## src/rtl/rb_window_sched_if.sv

```systemverilog
// rb_window_sched_if: pixel, window and row-buffer signals of the window scheduler
// Ports (modports):
//   master  scheduler side: drives pix_ready, win_valid/win_row/win_col,
//           rb_wr_en/rb_wr_addr/rb_wr_sel, rb_rd_en/rb_rd_addr, steer;
//           samples pix_valid, win_ready
//   slave   environment side: drives pix_valid, win_ready; samples the rest
interface rb_window_sched_if #(
    parameter int IMG_W = 8,
    parameter int IMG_H = 8,
    parameter int K     = 3
);
    localparam int CW = $clog2(IMG_W);
    localparam int RW = $clog2(IMG_H);
    localparam int SW = (K > 2) ? $clog2(K - 1) : 1;

    logic          pix_valid;
    logic          pix_ready;
    logic          win_valid;
    logic          win_ready;
    logic [RW-1:0] win_row;
    logic [CW-1:0] win_col;
    logic          rb_wr_en;
    logic [CW-1:0] rb_wr_addr;
    logic [SW-1:0] rb_wr_sel;
    logic          rb_rd_en;
    logic [CW-1:0] rb_rd_addr;
    logic [SW-1:0] steer;

    modport master (
        input  pix_valid, win_ready,
        output pix_ready, win_valid, win_row, win_col,
               rb_wr_en, rb_wr_addr, rb_wr_sel, rb_rd_en, rb_rd_addr, steer
    );

    modport slave (
        output pix_valid, win_ready,
        input  pix_ready, win_valid, win_row, win_col,
               rb_wr_en, rb_wr_addr, rb_wr_sel, rb_rd_en, rb_rd_addr, steer
    );
endinterface

```

## src/rtl/rb_window_sched.sv

```systemverilog
// rb_window_sched: row-buffer and KxK window scheduler for a raster pixel stream
// Ports:
//   clk         clock, all state changes on the rising edge
//   rst_n       asynchronous active-low reset
//   start       frame start pulse, honoured only in IDLE
//   busy        high in every state other than IDLE
//   frame_done  one-cycle pulse after the last window has been handed off
//   bus         rb_window_sched_if.master: pixel handshake, window handshake,
//               row-buffer strobes/addresses and the window-mux steer index
// Configuration: define RB_AUTO_RESTART_EN to re-enter FILL straight after
//   frame_done (continuous streaming) instead of returning to IDLE.
module rb_window_sched #(
    parameter int IMG_W = 8,
    parameter int IMG_H = 8,
    parameter int K     = 3
) (
    input  logic              clk,
    input  logic              rst_n,
    input  logic              start,
    output logic              busy,
    output logic              frame_done,
    rb_window_sched_if.master bus
);
    localparam int CW = $clog2(IMG_W);
    localparam int RW = $clog2(IMG_H);
    localparam int SW = (K > 2) ? $clog2(K - 1) : 1;
    localparam logic [CW-1:0] COL_LAST = CW'(IMG_W - 1);
    localparam logic [CW-1:0] COL_K    = CW'(K - 1);
    localparam logic [RW-1:0] ROW_LAST = RW'(IMG_H - 1);
    localparam logic [RW-1:0] ROW_K    = RW'(K - 1);
    localparam logic [RW-1:0] ROW_FILL = RW'(K - 2);
    localparam logic [SW-1:0] STR_LAST = SW'(K - 2);

    typedef enum logic [1:0] {IDLE, FILL, RUN, DONE} state_t;

    state_t        state, state_nxt;
    logic [CW-1:0] col;
    logic [RW-1:0] row;
    logic [SW-1:0] steer;
    logic          acc, col_end, clr;

    // A pending window that is not taken stalls the pixel stream so the
    // row buffers are never overwritten under a window still in use.
    assign bus.pix_ready  = (state == FILL || state == RUN) && !(bus.win_valid && !bus.win_ready);
    assign acc            = bus.pix_valid && bus.pix_ready;
    assign col_end        = col == COL_LAST;
    assign bus.rb_wr_en   = acc;
    assign bus.rb_rd_en   = acc;
    assign bus.rb_wr_addr = col;
    assign bus.rb_rd_addr = col;
    assign bus.rb_wr_sel  = steer;
    assign bus.steer      = steer;
    assign busy           = state != IDLE;

    always_ff @(posedge clk or negedge rst_n) begin
        if (!rst_n) state <= IDLE;
        else        state <= state_nxt;
    end

    // DONE holds until the final window is consumed, then pulses frame_done.
    always_comb begin
        state_nxt  = state;
        clr        = 1'b0;
        frame_done = 1'b0;
        case (state)
            IDLE: if (start) begin
                state_nxt = FILL;
                clr       = 1'b1;
            end
            FILL: if (acc && col_end && row == ROW_FILL) state_nxt = RUN;
            RUN:  if (acc && col_end && row == ROW_LAST) state_nxt = DONE;
            DONE: if (!bus.win_valid) begin
                frame_done = 1'b1;
`ifdef RB_AUTO_RESTART_EN
                state_nxt  = FILL;
                clr        = 1'b1;
`else
                state_nxt  = IDLE;
`endif
            end
            default: state_nxt = IDLE;
        endcase
    end

    // Raster position of the next pixel; steer names the buffer holding the
    // oldest row, which is the one overwritten by the incoming row.
    always_ff @(posedge clk or negedge rst_n) begin
        if (!rst_n) begin
            col   <= '0;
            row   <= '0;
            steer <= '0;
        end else if (clr) begin
            col   <= '0;
            row   <= '0;
            steer <= '0;
        end else if (acc) begin
            col <= col_end ? '0 : col + 1'b1;
            if (col_end) begin
                row   <= row + 1'b1;
                steer <= (steer == STR_LAST) ? '0 : steer + 1'b1;
            end
        end
    end

    // A pixel at (r,c) completes the window whose top-left is (r-K+1, c-K+1).
    always_ff @(posedge clk or negedge rst_n) begin
        if (!rst_n) begin
            bus.win_valid <= 1'b0;
            bus.win_row   <= '0;
            bus.win_col   <= '0;
        end else if (state == RUN && acc && col >= COL_K) begin
            bus.win_valid <= 1'b1;
            bus.win_row   <= row - ROW_K;
            bus.win_col   <= col - COL_K;
        end else if (bus.win_ready) begin
            bus.win_valid <= 1'b0;
        end
    end
endmodule
```

## src/flat_wrapper.sv

```systemverilog
// flat-port wrapper written by rule: the top's interface ports become plain ports
module rb_window_sched_flat 
#(
    parameter int IMG_W = 8,
    parameter int IMG_H = 8,
    parameter int K     = 3
)
  (clk, rst_n, start, busy, frame_done, bus_pix_valid, bus_win_ready, bus_pix_ready, bus_win_valid, bus_win_row, bus_win_col, bus_rb_wr_en, bus_rb_wr_addr, bus_rb_wr_sel, bus_rb_rd_en, bus_rb_rd_addr, bus_steer);
  rb_window_sched_if #(.IMG_W(IMG_W), .IMG_H(IMG_H), .K(K)) bus_i ();
  input  logic clk;
  input  logic rst_n;
  input  logic start;
  output logic busy;
  output logic frame_done;
  input wire logic [$bits(bus_i.pix_valid)-1:0] bus_pix_valid;
  input wire logic [$bits(bus_i.win_ready)-1:0] bus_win_ready;
  output wire logic [$bits(bus_i.pix_ready)-1:0] bus_pix_ready;
  output wire logic [$bits(bus_i.win_valid)-1:0] bus_win_valid;
  output wire logic [$bits(bus_i.win_row)-1:0] bus_win_row;
  output wire logic [$bits(bus_i.win_col)-1:0] bus_win_col;
  output wire logic [$bits(bus_i.rb_wr_en)-1:0] bus_rb_wr_en;
  output wire logic [$bits(bus_i.rb_wr_addr)-1:0] bus_rb_wr_addr;
  output wire logic [$bits(bus_i.rb_wr_sel)-1:0] bus_rb_wr_sel;
  output wire logic [$bits(bus_i.rb_rd_en)-1:0] bus_rb_rd_en;
  output wire logic [$bits(bus_i.rb_rd_addr)-1:0] bus_rb_rd_addr;
  output wire logic [$bits(bus_i.steer)-1:0] bus_steer;
  assign bus_i.pix_valid = bus_pix_valid;
  assign bus_i.win_ready = bus_win_ready;
  assign bus_pix_ready = bus_i.pix_ready;
  assign bus_win_valid = bus_i.win_valid;
  assign bus_win_row = bus_i.win_row;
  assign bus_win_col = bus_i.win_col;
  assign bus_rb_wr_en = bus_i.rb_wr_en;
  assign bus_rb_wr_addr = bus_i.rb_wr_addr;
  assign bus_rb_wr_sel = bus_i.rb_wr_sel;
  assign bus_rb_rd_en = bus_i.rb_rd_en;
  assign bus_rb_rd_addr = bus_i.rb_rd_addr;
  assign bus_steer = bus_i.steer;
  rb_window_sched #(.IMG_W(IMG_W), .IMG_H(IMG_H), .K(K)) u_core (.clk(clk), .rst_n(rst_n), .start(start), .busy(busy), .frame_done(frame_done), .bus(bus_i));
endmodule
```

## config.mk

```make
export PLATFORM = sky130hd
export DESIGN_NAME = rb_window_sched_flat
export DESIGN_NICKNAME = d
export VERILOG_FILES = /design/src/rtl/rb_window_sched_if.sv /design/src/rtl/rb_window_sched.sv /design/src/flat_wrapper.sv
export SDC_FILE = /design/constraint.sdc
export NUM_CORES = 1
export LEC_CHECK = 0
export CAP_MARGIN = 40
export CORE_MARGIN = 1
export CORE_UTILIZATION = 42
export CTS_CLUSTER_SIZE = 8
export DETAILED_ROUTE_END_ITERATION = 6
export HOLD_SLACK_MARGIN = 0.06
export PLACE_DENSITY = 0.73
export SLEW_MARGIN = 30
export SYNTH_ARGS = -nofsm -noshare
export SYNTH_HDL_FRONTEND = slang
export SYNTH_SLANG_ARGS = --single-unit
```

## constraint.sdc

```tcl
create_clock -name clk -period 1.9 [get_ports clk]
set_clock_uncertainty 0.2 [all_clocks]
set_input_delay 0.38 -clock clk [delete_from_list [all_inputs] [get_ports clk]]
set_output_delay 0.38 -clock clk [all_outputs]
set_load 0.1 [all_outputs]
```

### After elaboration in Yosys (flattened, before gate mapping)

Cells that the tools add are included.

* $add $sub $neg: 5
* magnitude comparators: 1
* eq/ne operators: 10
* mux-type cells: 21
* reductions and logical operators: 18

Operators with widths (count)
* 2-to-1 mux 3 bit: 6
* 2-to-1 mux 1 bit: 10
* logical AND 1 bit: 8
* 2-to-1 mux 2 bit: 4
* != test 2 bit, second input constant: 4
* one-hot mux 2 bit (4 select lines): 1
* nonzero test 2 bit: 4
* adder 3 x 1 -> 3 bit, second input constant: 2
* == test 3 bit, second input constant: 2
* subtractor 3 x 2 -> 3 bit, second input constant: 2
* == test 2 bit, second input constant: 2
* AND reduction 4 bit: 1
* == test 3 x 1 -> 1 bit, second input constant: 1
* >= comparator 3 x 2 -> 1 bit, second input constant: 1
* == test 2 x 1 -> 1 bit, second input constant: 1
* zero test 1 bit: 2
* zero test 2 bit: 1
* AND reduction 2 bit: 1
* adder 1 bit, second input constant: 1
* logical OR 1 bit: 1

* bits in registers: 16
* input bits: 5
* output and inout port bits: 20
* word-level logic and storage cells: 62

### Longest topological paths before layout

* depth after elaboration: 9
* gate-level depth with buffers: 7
* gate-level depth less buffers: 6

### Worst setup path after synthesis

No wires, ideal clock.

* kind: register -> output
* start: register u_core.bus.win_valid
* end: output port bus_rb_wr_en
* arrival: 2991 ps
* required time: 1320 ps
* slack: -1671 ps
* cell stages (with the launch flop): 4
* path buffers: 1
* path through: dfrtp_1 nor2b_4 nor2_1 buf_4

* longest elaborated chain between the ends: 4

Ends and longest elaborated chain
* start: declaration: RTL line rb_window_sched_if.sv:31 `output pix_ready, win_valid, win_row, win_col,`
* start signal: assignment: RTL line rb_window_sched.sv:108 `bus.win_valid <= 1'b0;`
* start signal: assignment: RTL line rb_window_sched.sv:112 `bus.win_valid <= 1'b1;`
* start signal: assignment: RTL line rb_window_sched.sv:116 `bus.win_valid <= 1'b0;`
* logical AND 1 bit: RTL line rb_window_sched.sv:44 `assign bus.pix_ready = (state == FILL || state == RUN) && !(bus.win_valid && !bus.win_ready);`
* zero test 1 bit: RTL line rb_window_sched.sv:44
* logical AND 1 bit: RTL line rb_window_sched.sv:44
* logical AND 1 bit: RTL line rb_window_sched.sv:45 `assign acc = bus.pix_valid && bus.pix_ready;`
* end: declaration: RTL line flat_wrapper.sv:21 `output wire logic [$bits(bus_i.rb_wr_en)-1:0] bus_rb_wr_en;`

Every way passes these cells.

### Final worst setup path

* start: register u_core.state[1]
* end: output port bus_rb_rd_en

* longest elaborated chain between the ends: 4
* elaborated cells between the ends (all ways): 5
* those cells by class: eq/ne: 2; reduce/logical: 3

Ends and longest elaborated chain
* start: declaration: RTL line rb_window_sched.sv:36 `state_t state, state_nxt;`
* start signal: assignment: RTL line rb_window_sched.sv:57 `else state <= state_nxt;`
* == test 2 x 1 -> 1 bit / == test 2 bit (equally long branches): RTL line rb_window_sched.sv:44
* logical OR 1 bit *: RTL line rb_window_sched.sv:44
* logical AND 1 bit *: RTL line rb_window_sched.sv:44
* logical AND 1 bit *: RTL line rb_window_sched.sv:45
* end: declaration: RTL line flat_wrapper.sv:24 `output wire logic [$bits(bus_i.rb_rd_en)-1:0] bus_rb_rd_en;`

Mark *: on every way between the ends. The rest lies on a longest branch, timed or not.

==> summary.md <==
| Metric | Value |
|---|---|
| Bufs and invs on worst path | `2` |
| Max Root-Sink Buffers | `2` |
| Failing checks | `setup timing` |
| Final Hold Vio Count | `0` |
| Placed cells | `150` |
| Post-route cell area | `0.00175 mm²` |
| Top post-synthesis cells by area | `dfrtp_1 (42%), ha_1 (16%), nand2_1 (4.3%)` |
| Die H | `between 40 and 50 µm` |
| Die ar. | `0.00246 mm²` |
| Synth area leader | `dfrtp_1` |
| Worst-path clk slew | `100 ps` |
| H-Tree Depth | `1` |
| Critical path's slowest cell | `dfrtp_1` |
| R2r endpoint | `u_core.state[1]` |
| Hold_ws | `between 150 and 200 ps` |
| Initial Util | `0.466` |
| Global route total overflow | `0` |
| Tcrit/Tclk final | `1.07` |
| Iter 0 DRT Violations | `4` |
| Most common cell after layout, fill and taps aside | `buf_12` |
| Final Net Count | `between 150 and 200` |
| Syn Std Cell Area | `951 µm²` |
| Post-synth top area share | `0.421` |
| Number of fill cells | `99` |
| Area grow syn2layout | `83.7%` |
| Via count | `roughly 830` |
| Root buffer cell | `clkbuf_4` |
| Clock sink count | `16` |
| CTS tree | `done` |
| Share of layout cells above drive strength 1 | `0.540` |
| Aggregate routed wire length | `2.58 mm` |
| Pre-antenna DRT Iters | `4` |
| Yosys warns | `0` |
| Most frequent cells in the layout | `buf_12 (21), buf_4 (18), dfrtp_1 (11), nand2_1 (10)` |
| DRC violations left | `0` |
| Max-slew violation count | `0` |
| First-pass GRT wire length | `3.82 mm` |
| # diodes | `0` |
| Actual slew at the worst max-slew pin | `approximately 370 ps` |
| Final setup fails | `6` |
| Total track usage | `0.208` |
| Worst path cell trace | `inv_2, ha_4, nand2_4, nor2_4, buf_12` |
| Worst Setup Slack, final | `-129 ps` |
| CTS Buf Count | `3` |
| Relative slew slack | `0.755` |
| Yosys cell types | `26` |
| Die width | `49.6 µm` |
| Final HPWL DP | `1.62 mm` |
| Asr flop ratio synth | `1.00` |
| Clock Latency Late Sink | `280 ps` |
| Port-buffer cells | `24` |
| CP endpoint kind | `primary output` |
| Worst hold path class | `primary input to asynchronous set/reset pin` |
| Initial antenna violation count | `0` |
| R2R depth | `7` |
| FF/Latch Area | `417 µm²` |
| Avg Vias per Cell | `5.01` |
| Core Rows | `16` |
| Multi-input logic area | `592 µm²` |
| Crit path largest cell delay | `~380 ps` |
| #FFs+latches synth | `16` |
| Sequential-to-total area share from yosys stat | `0.421` |
| DR WL/cell | `15.5 µm` |
| Reg2reg setup slack | `-80 ps` |
| WS Path Type | `register to primary output` |
| Vias in the first global route | `843` |
| Fmax | `0.493 GHz` |
| Min cycle time layout | `2030 ps` |
| Pin count of the biggest net entering global routing | `17` |
| Unrepaired setup endpoints after global routing | `true` |
| Global placement routability congestion | `0.778` |
| Placed instance area | `0.00153 mm²` |
| IO Pins | `25` |
| Status | `finished, violations left` |
| CP top delay family | `flip-flops` |
| Reg-to-Reg Start | `u_core.state[1]` |
| Top_reg_cell synth | `dfrtp_1` |
| Worst path required time | `1320 ps` |
| Max FO, Critical Path | `4` |
| Number of max-cap violations | `0` |
| Critical Path AT | `1450 ps` |
| Synth Instances | `95` |
| Post-synth EDFFs | `0` |
| Mean Syn Cell Area | `10.0 µm²` |
| Util after Layout | `0.855` |
| Fin cells | `166` |
| Synth Net Count | `112` |
| Core Region | `0.00204 mm²` |
| Final ANT Viol Nets | `0` |
| Worst setup SP type | `register` |
## flip-flops by register name (all words and copies together) (netlist names)
name and flops:
u_core.bus.rb_rd_addr 3, u_core.bus.rb_wr_sel 1, u_core.bus.win_col 3, u_core.bus.win_row 3, u_core.bus.win_valid 1, u_core.row 3, u_core.state 2
## worst register-to-register path, cell delays in order, from the launching register on
cell,delay [ps]
dfrtp_1,380
inv_2,60
ha_4,290
nand2_4,60
buf_4,150
o41ai_4,250
nand3_2,160
mux2_4,320
## cell families after synthesis
kind of cell,count (synthesis),share of synthesized area
and+or+nand+nor,30,0.157
AOI/OAI and AO/OA,17,0.129
DFF,16,0.421
buffers and inverters,15,0.0803
adders and majority gates,12,0.158
xor gates and xnor gates,3,0.0276
muxes,2,0.0276
## synth_stat cells, drive strengths merged, types with 2 or more instances
library cell and number:
dfrtp 16, nor2 9, o21ai 5, ha 12, mux2 2, nor2b 2, xor2 3, a21oi 6
and2 2, nand2 11, buf 6, nand3 3, inv 9
## layout make-up
| cell class | instances | share of cell area |
|---|---|---|
| well taps | 27 | 0.0193 |
| flip-flops and latches | 16 | 0.239 |
| clock buffers | 4 | 0.0208 |
| inverters | 9 | 0.0229 |
| multi-input cells | 64 | 0.339 |
| repair buffers | 46 | 0.360 |
## stage by stage
stage               setup TNS (ps)  setup slack (ps)
detailed placement           -1380              -214
CTS                           -513              -128
finish                        -511              -129
floorplan                     -619              -306
global placement              -938              -165
global route                 -1040              -203
## per-layer routing
layer  share of wire  GRT usage  wire (µm)  vias to the layer above
met5               0          0          0                        -
met4               0     0.0619          0                        0
met3           0.027     0.0586         70                        0
met2            0.55      0.378       1430                       17
met1            0.42      0.230       1080                      414
li1                -          -          -                      400
## repair_timing
item / CTS / global route
hold endpoints to repair: 0 / 0
endpoints found under the setup margin: 5 / 9
gates resized for setup: 5 / 12
hold buffers: 0 / 0
setup buffers: 8 / 4
pin swaps: 5 / 3
## worst max path at each step
stage / from / end / slack, ps / cells past startpoint
after global routing: u_core.state[1] / bus_rb_rd_en / -200 / 5
after CTS: u_core.state[1] / bus_rb_rd_en / -130 / 5
after detailed placement: bus_win_ready / u_core.state[1] / -210 / 5
after global placement: bus_win_ready / bus_pix_ready / -170 / 4
final: u_core.state[1] / bus_rb_rd_en / -130 / 5
after floorplan: u_core.bus.win_valid / bus_rb_wr_en / -310 / 3
Power is not shown: default switching activity piles up to over one toggle a cycle in this logic, so the estimate is an artifact.
==> patch (same flow settings) <==
`IMG_W` is set to 8 in 3 places; all go to 4.
--- a/src/rtl/rb_window_sched_if.sv
+++ b/src/rtl/rb_window_sched_if.sv
@@ -6,5 +6,5 @@
 //   slave   environment side: drives pix_valid, win_ready; samples the rest
 interface rb_window_sched_if #(
-    parameter int IMG_W = 8,
+    parameter int IMG_W = 4,
     parameter int IMG_H = 8,
     parameter int K     = 3
--- a/src/rtl/rb_window_sched.sv
+++ b/src/rtl/rb_window_sched.sv
@@ -11,5 +11,5 @@
 //   frame_done (continuous streaming) instead of returning to IDLE.
 module rb_window_sched #(
-    parameter int IMG_W = 8,
+    parameter int IMG_W = 4,
     parameter int IMG_H = 8,
     parameter int K     = 3
--- a/src/flat_wrapper.sv
+++ b/src/flat_wrapper.sv
@@ -2,5 +2,5 @@
 module rb_window_sched_flat 
 #(
-    parameter int IMG_W = 8,
+    parameter int IMG_W = 4,
     parameter int IMG_H = 8,
     parameter int K     = 3
Ports: changed (resized bus_rb_rd_addr, bus_rb_wr_addr and bus_win_col); port bits go from 25 to 22. No check against the original RTL was run, so the function may have changed too.
==> patch against the original RTL <==
  * Setup slack better by 0.013 ns
  * Sequential cell count shrank 2
  * The flow still finishes with violations (negative setup slack)
  * Count of clock-buffer cells in the layout did not move
  * Critical path type unchanged
  * Area after synthesis fell by 10%
  * Highest routed layer is now met4
  * Wire length decreased by 24%
  * Utilization shrank 6.0 points
  * Design area is 17% lower
Power is not shown: default switching activity piles up to over one toggle a cycle in this logic, so the estimate is an artifact.
==> patch: results (changes against the original RTL) <==
* Minimum setup slack after placement at -0.2165 ns (was -0.2142 ns)
* Maximum number of pins on one net before global-route repair at 15 (was 17)
* Final nets at 126 (was 157)
* Weighted congestion at the end of routability-driven global placement at 0.7530 (was 0.7784)
* Post-Layout Cell Count at 135 (was 166)
* Post-Place Cell Area at 0.001355 mm^2 (was 0.001526 mm^2)
* Clock input transition at the sequential cells of the worst setup and hold paths at 0.08 ns (was 0.10 ns)
* Max FO, Critical Path at 3 (was 4)
* Average vias per placed instance at 4.978 (was 5.006)
* Most used DFF post-synth: sky130_fd_sc_hd__dfrtp_1 (unchanged)
* Commonest cells post-synth: sky130_fd_sc_hd__dfrtp_1 (14), sky130_fd_sc_hd__ha_1 (10), sky130_fd_sc_hd__nor2_1 (6), sky130_fd_sc_hd__inv_1 (5) (was sky130_fd_sc_hd__dfrtp_1 (16), sky130_fd_sc_hd__ha_1 (12), sky130_fd_sc_hd__nand2_1 (11), sky130_fd_sc_hd__inv_1 (9), sky130_fd_sc_hd__nor2_1 (9))
* Transition time at the pin with the least slew margin at 0.3052 ns (was 0.3676 ns)
* First-pass GRT wire length at 2939 um (was 3815 um)
* Top post-synthesis cells by area: sky130_fd_sc_hd__dfrtp_1 (41%), sky130_fd_sc_hd__ha_1 (15%), sky130_fd_sc_hd__mux2_2 (5.3%), sky130_fd_sc_hd__buf_4 (3.5%), sky130_fd_sc_hd__o41ai_4 (3.2%) (was sky130_fd_sc_hd__dfrtp_1 (42%), sky130_fd_sc_hd__ha_1 (16%), sky130_fd_sc_hd__nand2_1 (4.3%), sky130_fd_sc_hd__buf_4 (3.9%), sky130_fd_sc_hd__inv_1 (3.6%))
* 1st-iter DRT viols at 5 (was 4)
* Library cells used by synthesis at 29 (was 26)
* Count of endpoints failing setup in the final report at 7 (was 6)
* Status: finished, violations left (unchanged)
* Count of input and output buffers at 21 (was 24)
* Post-DR wirelength/cell at 14.47 um (was 15.53 um)
* Post-Syn Nets at 91 (was 112)
* Clock Latency Late Sink at 0.28 ns (about the same)
* Via count of the first global-routing pass at 625 (was 843)
* Violations in the final reports: negative setup slack (unchanged)
* Synthesized area divided by synthesized cell count at 11.26 um^2 (was 10.01 um^2)
* Filler Cell Count at 108 (was 99)
* Final setup slack of the worst path at -0.1162 ns (was -0.1291 ns)
* Tot GR Track Use at 0.1987 (was 0.2076)
* Final total negative setup slack at -0.7424 ns (was -0.5113 ns)
* Sequential fraction of the synthesis area at 0.4094 (was 0.4211)
* Half-perimeter wire length of the detailed placement result at 1438 um (was 1616 um)
* CP max stage cell: sky130_fd_sc_hd__dfrtp_1 (unchanged)
* Fraction of layout instances using a drive strength above 1 at 0.5455 (was 0.5396)
[patch: changes by cell type in the layout (fill, tap and decap cells not counted), moves of 2 or more]
cell,unedited run,this run
sky130_fd_sc_hd__inv_1,5,2
sky130_fd_sc_hd__buf_6,3,1
sky130_fd_sc_hd__a31oi_1,0,2
sky130_fd_sc_hd__o21ai_0,5,0
sky130_fd_sc_hd__mux2_4,2,5
sky130_fd_sc_hd__ha_4,4,2
sky130_fd_sc_hd__buf_4,18,13
sky130_fd_sc_hd__nand2_1,10,3
sky130_fd_sc_hd__a21oi_1,6,4
sky130_fd_sc_hd__buf_12,21,17
[patch: what timing repair did]
action                     4_1_cts  5_1_grt
setup endpoints to repair        8       11
buffers inserted                 4        1
resized for setup                4        3
pin swaps                        2        1
[patch: cells by family (layout without fill, tap and decap cells)]
family	after synthesis	in the layout	synth area share
mux	5	5	0.07017
flops	14	14	0.4094
compound gates	13	13	0.1389
fa+ha+maj	10	10	0.1462
simple gates	21	21	0.1433
xor+xnor	3	3	0.03071
buf+inv	10	44	0.06140
[patch: final cells by class]
| class | instances | share of cell area |
|---|---|---|
| clock buffers | 4 | 0.01813 |
| inverters | 5 | 0.01554 |
| multi-input cells | 52 | 0.3566 |
| flip-flops and latches | 14 | 0.2504 |
| well taps | 25 | 0.02159 |
| repair buffers | 35 | 0.3377 |
[patch: path summary, 6_finish.rpt]
kind                                  startpoint                  endpoint  slack, ns  depth (start not counted)
setup reg to reg                 u_core.state[1]     u_core.bus.win_row[0]      -0.11                          8
max in group asynchronous                  rst_n  u_core.bus.rb_rd_addr[0]       1.11                          2
setup / recovery                 u_core.state[1]              bus_rb_wr_en      -0.12                          5
min in group clk           u_core.bus.win_col[0]     u_core.bus.win_col[0]       0.38                          1
hold / removal                             rst_n     u_core.bus.win_col[1]       0.20                          2
hold reg to reg            u_core.bus.win_col[0]     u_core.bus.win_col[0]       0.38                          1
[patch: worst register-to-register path: stages (launching register included)]
cell,delay (ns)
sky130_fd_sc_hd__dfrtp_1,0.38
sky130_fd_sc_hd__inv_2,0.07
sky130_fd_sc_hd__ha_4,0.28
sky130_fd_sc_hd__nand2_4,0.07
sky130_fd_sc_hd__nor2_4,0.16
sky130_fd_sc_hd__buf_4,0.14
sky130_fd_sc_hd__buf_6,0.09
sky130_fd_sc_hd__o211a_4,0.20
sky130_fd_sc_hd__mux2_4,0.31
[patch: routing by layer]
layer / wire (um) / global-route usage / up-vias / part of all wire
met2: 1009 / 0.3278 / 21 / 0.52
li1: - / - / 328 / -
met3: 66 / 0.03462 / 4 / 0.034
met5: 0 / 0 / - / 0
met1: 851 / 0.2560 / 319 / 0.44
met4: 27 / 0.08571 / 0 / 0.014
